## src/rtl/dmem_arbiter.sv

```systemverilog
// Two-requester arbiter for the single-port data memory: MEM stage has priority,
// the host is force-granted after MAX_WAIT lost cycles, and read data is steered back to the owner.
module dmem_arbiter #(
  parameter int ADDR_W   = 10,
  parameter int DATA_W   = 32,
  parameter int MAX_WAIT = 4
) (
  input  logic              i_clk,
  input  logic              i_rst,
  input  logic              i_halted,
  input  logic              i_p_req,
  input  logic              i_p_we,
  input  logic [ADDR_W-1:0] i_p_addr,
  input  logic [DATA_W-1:0] i_p_wdata,
  output logic              o_p_stall,
  output logic              o_p_valid,
  output logic [DATA_W-1:0] o_p_rdata,
  input  logic              i_h_req,
  input  logic              i_h_we,
  input  logic [ADDR_W-1:0] i_h_addr,
  input  logic [DATA_W-1:0] i_h_wdata,
  output logic              o_h_gnt,
  output logic              o_h_valid,
  output logic [DATA_W-1:0] o_h_rdata,
  output logic              o_m_en,
  output logic              o_m_we,
  output logic [ADDR_W-1:0] o_m_addr,
  output logic [DATA_W-1:0] o_m_wdata,
  input  logic [DATA_W-1:0] i_m_rdata
);

  localparam logic [3:0] WAIT_MAX = 4'(MAX_WAIT);

  typedef enum logic [1:0] {
    IDLE = 2'd0,
    P_RD = 2'd1,
    H_RD = 2'd2
  } state_t;

  state_t     r_state;
  state_t     w_state_next;
  logic [3:0] r_wcnt;
  logic       w_force;
  logic       w_p_gnt;
  logic       w_h_gnt;

  assign w_force = i_h_req && (r_wcnt == WAIT_MAX);

  // While halted the pipeline is ignored entirely; otherwise a starved host preempts it once.
  always_comb begin
    w_p_gnt = 1'b0;
    w_h_gnt = 1'b0;
    if (i_halted) begin
      w_h_gnt = i_h_req;
    end else if (w_force) begin
      w_h_gnt = 1'b1;
    end else if (i_p_req) begin
      w_p_gnt = 1'b1;
    end else begin
      w_h_gnt = i_h_req;
    end
  end

  assign o_p_stall = i_p_req && !i_halted && !w_p_gnt;
  assign o_h_gnt   = w_h_gnt;

  always_comb begin
    o_m_en    = w_p_gnt || w_h_gnt;
    o_m_we    = 1'b0;
    o_m_addr  = '0;
    o_m_wdata = '0;
    if (w_p_gnt) begin
      o_m_we    = i_p_we;
      o_m_addr  = i_p_addr;
      o_m_wdata = i_p_wdata;
    end else if (w_h_gnt) begin
      o_m_we    = i_h_we;
      o_m_addr  = i_h_addr;
      o_m_wdata = i_h_wdata;
    end
  end

  // Counts consecutive lost host cycles; any grant or a dropped request restarts the count.
  always_ff @(posedge i_clk) begin
    if (i_rst) begin
      r_wcnt <= '0;
    end else if (w_h_gnt || !i_h_req) begin
      r_wcnt <= '0;
    end else if (r_wcnt != WAIT_MAX) begin
      r_wcnt <= r_wcnt + 4'd1;
    end
  end

  always_ff @(posedge i_clk) begin
    if (i_rst) begin
      r_state <= IDLE;
    end else begin
      r_state <= w_state_next;
    end
  end

  always_comb begin
    w_state_next = IDLE;
    if (w_p_gnt && !i_p_we) begin
      w_state_next = P_RD;
    end else if (w_h_gnt && !i_h_we) begin
      w_state_next = H_RD;
    end
  end

  always_comb begin
    o_p_valid = (r_state == P_RD);
    o_h_valid = (r_state == H_RD);
    o_p_rdata = o_p_valid ? i_m_rdata : '0;
    o_h_rdata = o_h_valid ? i_m_rdata : '0;
  end

endmodule

```

## config.mk

```make
export PLATFORM = sky130hd
export DESIGN_NAME = dmem_arbiter
export DESIGN_NICKNAME = d
export VERILOG_FILES = /design/src/rtl/dmem_arbiter.sv
export SDC_FILE = /design/constraint.sdc
export NUM_CORES = 1
export LEC_CHECK = 0
export ABC_CLOCK_PERIOD_IN_PS = 5200
export BUFFER_PORTS_ARGS = -buffer_cell sky130_fd_sc_hd__buf_2
export CAP_MARGIN = 20
export CELL_PAD_IN_SITES_DETAIL_PLACEMENT = 0
export CELL_PAD_IN_SITES_GLOBAL_PLACEMENT = 1
export CORE_MARGIN = 2
export CORE_UTILIZATION = 15
export CTS_CLUSTER_DIAMETER = 50
export DETAILED_ROUTE_END_ITERATION = 10
export GPL_ROUTABILITY_DRIVEN = 0
export PLACE_DENSITY_LB_ADDON = 0.1
export SLEW_MARGIN = 25
export SYNTH_ARGS = -nofsm -noshare
export SYNTH_HDL_FRONTEND = slang
export SYNTH_SLANG_ARGS = --single-unit
```

## constraint.sdc

```tcl
create_clock -name i_clk -period 5.2 [get_ports i_clk]
set_input_delay 0.78 -clock i_clk [delete_from_list [all_inputs] [get_ports i_clk]]
set_output_delay 0.78 -clock i_clk [all_outputs]
set_load 0.1 [all_outputs]
```

---- After elaboration in Yosys (flattened, before gate mapping) ----
Index checks and enable logic that the tools add are counted.
Widths: inputs -> output; s select.
word-level totals
  logic and storage cells ................. 38
  register bits ........................... 6
  output and inout bits ................... 112
  RAM bits ................................ 0
  memories ................................ 0
  latch bits .............................. 0
  bits of input ports ..................... 123
  ROM bits ................................ 0
cells by class
  divide/modulo/power cells ............... 0
  bitwise operators ....................... 0
  add/subtract/negate cells ............... 1
  multiply operators ...................... 0
  shift operators ......................... 0
  $lt $le $gt $ge ......................... 0
  equal/unequal tests ..................... 4
  reduce and logical (&&, ||, !) cells .... 14
  muxes and demuxes ....................... 16
operator list
  kind                 count
  $mux 32              4
  $mux 10              2
  $mux 1               9
  $logic_and 1x1->1    5
  $logic_not 1->1      5
  $add 4x1->4 const B  1
  $eq 4x3->1 const B   1
  $ne 4x3->1 const B   1
  $reduce_or 2->1      2
  $eq 2x1->1 const B   1
  $eq 2x2->1 const B   1
  $logic_or 1x1->1     2
  $mux 2               1

---- Depth between registers and ports, before layout ----
  word-level depth ........................ 7
  depth in mapped cells ................... 8
  gate-level depth less buffers ........... 5

---- Worst setup path after synthesis ----
No wires, ideal clock.
  path type ............................... reg2out
  start point ............................. register r_state[1]
  end point ............................... output port o_h_rdata[22]
  arrival time ............................ 2.410 ns
  cell stages (with the launch flop) ...... 4
  data required time ...................... 4.420 ns
  setup slack ............................. 2.010 ns
  path buffers ............................ 1
  path through ............................ dfxtp_1 -> nor2b_1 -> clkbuf_1 -> and2_1
on the way
  cells in the longest elaborated chain, start to end .. 2
RTL lines
  what                      line  source
  start: declaration        40    state_t r_state;
  start signal: assignment  98    r_state <= w_state_next;
  $eq 2x2->1                113   o_h_valid = (r_state == H_RD);
  named net o_h_valid       23    output logic o_h_valid,
  $mux 32                   115   o_h_rdata = o_h_valid ? i_m_rdata : '0;
  end: declaration          24    output logic [DATA_W-1:0] o_h_rdata,
The timed path passes the listed nets, and every way through them passes these cells.

---- Final worst setup path ----
  start point ............................. register r_wcnt[0]
  end point ............................... output port o_m_wdata[9]
on the way
  cells in the longest elaborated chain, start to end .. 6
  elaborated cells between the ends (all ways) .. 8
  those cells by class .................... eq/ne: 1; mux: 6; reduce/logical: 1
RTL lines
  what                      line  source
  start: declaration        42    logic [3:0] r_wcnt;
  start signal: assignment  90    r_wcnt <= r_wcnt + 4'd1;
  $eq 4x3->1 *              47    assign w_force = i_h_req && (r_wcnt == WAIT_MAX);
  $logic_and 1x1->1 *       47
  $mux 1                    55    end else if (w_force) begin
  $mux 1                    53    if (i_halted) begin
  $mux 32                   76    end else if (w_h_gnt) begin
  $mux 32 *                 72    if (w_p_gnt) begin
  end: declaration          28    output logic [DATA_W-1:0] o_m_wdata,
Every way passes the cells marked *; elsewhere a longest branch is shown, timed or not.

==> results.cfg <==
[synth]
synthDominantCellAreaShare_pct = 32.8
synth-edff-count = 0
ys_top_cells_by_area = and2_1, a22o_1, dfxtp_1
yosys_register_bits = 6
post_synth_most_frequent_cells = and2_1, a22o_1, buf_6
synth_top_cell_by_area = and2_1
top_flip_flop_cell_by_instance_count_after_synthesis = dfxtp_1
synthesis.nets = 280
seq_area_frac_synth_pct = 9.83
synthesis.yosys.warnings = 0
netlist_instances = 155
asyncSetResetFlopFracSynth_pct = 0
synthDistinctLibCells = 21
syn_avg_cell_area_um2 = 7.89
most_instantiated_library_cell_after_synthesis = and2_1
synth.cell_area_mm2 = 0.00122

[routing]
vias = 2010
drt-initial-drc-count = 32
routed_wirelength_um = 6880
firstDrtPassIters = 4
avgRoutedWirePerCell_um = 14.3
post_drt_via_cell_ratio = 4.17
route.antenna.remaining_nets = 0
route.detailed.drc = 0

[finish]
nNetsFinal = 507
layout_cell_share_with_drive_strength_beyond_1_pct = 63.9
layout.cells.non_filler = 482
area_delta_synth_final_pct = 103
n_antenna_cell = 0

[clock_tree]
ctsResizeCount = 0
cts.root.buffer_cell = clkbuf_8
hold_buffers = 0
clkSinkCount = 6
clock_tree.htree_level_count = 1
cts.path.max_buffers = 2
cts_made_buffers = 3
worstSkewPairLatency_ns = 0.22
clock_tree_from_tritoncts = built
postCtsSetupBuffers = 0
clk_pin_slew_worst_paths_ns = 0.04

[floorplanning]
design.core.area_mm2 = 0.00781
die_area_mm2 = 0.00889
io-pin-count = 235
fp-row-count = 32
initial_core_util_pct = 15.7
die-height_um = 94.3
die_width_um = 94.3

[grt]
first_pass_grt_wire_length_um = 9430
grt_usage_pct = 13.6
largest_net_degree_at_the_start_of_global_routing = 34
grt_antenna_before_repair = 0
grt.overflow.total = 0
grt_pass1_vias = 1874

[power]
netSwitchingFraction_pct = 66.0
static-leakage-power_nw = 1.60
design_power_total_mw = 0.534
power.combinational.fraction_pct = 78.1
power_density_mw_per_mm2 = 216
pwr-share-clk_pct = 13.0
vdd.ir_drop.worst_mv = 0.0749
p_seq_share_pct = 8.9
cell_internal_pwr_mw = 0.182
net_switching_power_of_the_design_mw = 0.352

[worst_setup_path]
cp_data_arrival_time_ns = 2.67
regToRegStartpoint = r_wcnt[0]$_SDFFE_PP0P_
path_class = reg2out
timing.critical_path.fanout_max = 33
worst-endpoint-required_ns = 4.42
crit_path_start_kind = flop
timing.critical_path.to_type = primary output
cp-startpoint = r_wcnt[0]$_SDFFE_PP0P_

[timing]
timing.final.hold_violations = 0
timing.max_slew.rel_slack_pct = 44.9
maxSlewViolCount = 0
grt_setup_unrepaired = false
clock.fmax_mhz = 290
final_period_demand_of_the_worst_path_ns = 3.45
totalNegativeSetupSlack_ns = 0
period_utilisation_layout_pct = 66.3
setup_slack_ns = 1.75
final.setup_skew_ns = 0.00377
finalSetupViolCount = 0
worst_slew_pin_slew_ns = 0.825

[placed_design]
port_buffers = 234
place_hpwl_um = 6090
placed_cells_incl_taps = 479
place_ws_ns = 1.79

[min_path]
worstHoldStart = r_wcnt[0]$_SDFFE_PP0P_
holdCritPathClass = reg2reg

[run]
drv.max_cap_violation_count = 0

[status]
status = completed
## area by class of cell
cell class	count	area [µm²]
fill	872	5330
timing repair buffer	238	1220
multi-input combinational	131	960
tap	102	128
sequential	6	120
clock buffer	3	41.3
inverter	2	7.51
## worst max-delay path: stages (launching register included)
cell     delay (ns)
dfxtp_1        0.33
inv_1          0.06
ha_1           0.18
and3b_1        0.31
o21a_1         0.51
buf_4          0.42
a22o_1         0.18
buf_2          0.43
## power by group through the flow
| stage | Clock, mW | Sequential, mW | Combinational [mW] |
|---|---|---|---|
| 5_1_grt | 0.0735 | 0.0476 | 0.432 |
| 4_1_cts | 0.0716 | 0.0475 | 0.419 |
| 3_5_place_dp | 0 | 0.0482 | 0.419 |
| 3_3_place_gp | 0 | 0.0482 | 0.417 |
| 6_report | 0.0694 | 0.0475 | 0.417 |
| 2_1_floorplan | 0 | 0.0481 | 0.332 |
## registers in the layout, summed over array words and instances, names as in the netlist
signal / flops
r_state: 2
r_wcnt: 4
## layer usage
layer / GRT usage [%] / wire length [µm] / vias up
met5: 0 / 0 / -
met4: 3.14 / 116 / 0
met3: 3.21 / 774 / 7
met2: 29.4 / 3850 / 141
met1: 12.2 / 2140 / 858
li1: - / - / 1004
## final timing paths
check | endpoint | slack (ns) | depth (start not counted)
worst max-delay path | o_m_wdata[9] | 1.75 | 7
worst min-delay path | r_wcnt[0]$_SDFFE_PP0P_ | 0.49 | 1
worst max register to register | r_state[0]$_SDFF_PP0_ | 3.45 | 5
worst min register to register | r_wcnt[0]$_SDFFE_PP0P_ | 0.49 | 1
## kinds of logic (layout without fill, tap and decap cells)
group | Yosys count | count (layout) | share of synthesized area [%]
DFF | 6 | 6 | 9.83
and+or+nand+nor | 82 | 82 | 42.5
buffers and inverters | 18 | 243 | 11.7
adders and majority gates | 2 | 2 | 2.05
muxes | 1 | 1 | 0.819
AOI/OAI and AO/OA | 46 | 46 | 33.2
## per-stage QoR
| stage | instance area, µm² | hold slack [ns] | utilization, % |
|---|---|---|---|
| finish | 2480 | 0.490 | 31.7 |
| global placement | 2410 | 0.493 | 30.8 |
| floorplan | 1220 | 0.450 | - |
| CTS | 2480 | 0.501 | 31.7 |
| global route | 2480 | 0.557 | 31.7 |
| detailed placement | 2440 | 0.496 | 31.2 |
## cells in the final DEF (no fill, tap or decap), drive strengths merged
master  netlist  routed
a21oi         2       2
a22o         43      43
and2         64      64
and3          1       1
and3b         1       1
buf          10     238
clkbuf        6       3
dfxtp         6       6
ha            2       2
inv           2       2
mux2i         1       1
nand2b        4       4
nand3         1       1
nand3b        2       2
nor2          2       2
nor2b         3       3
nor3          1       1
nor3b         3       3
o21a          1       1
Power figures use the tool's default switching activity.
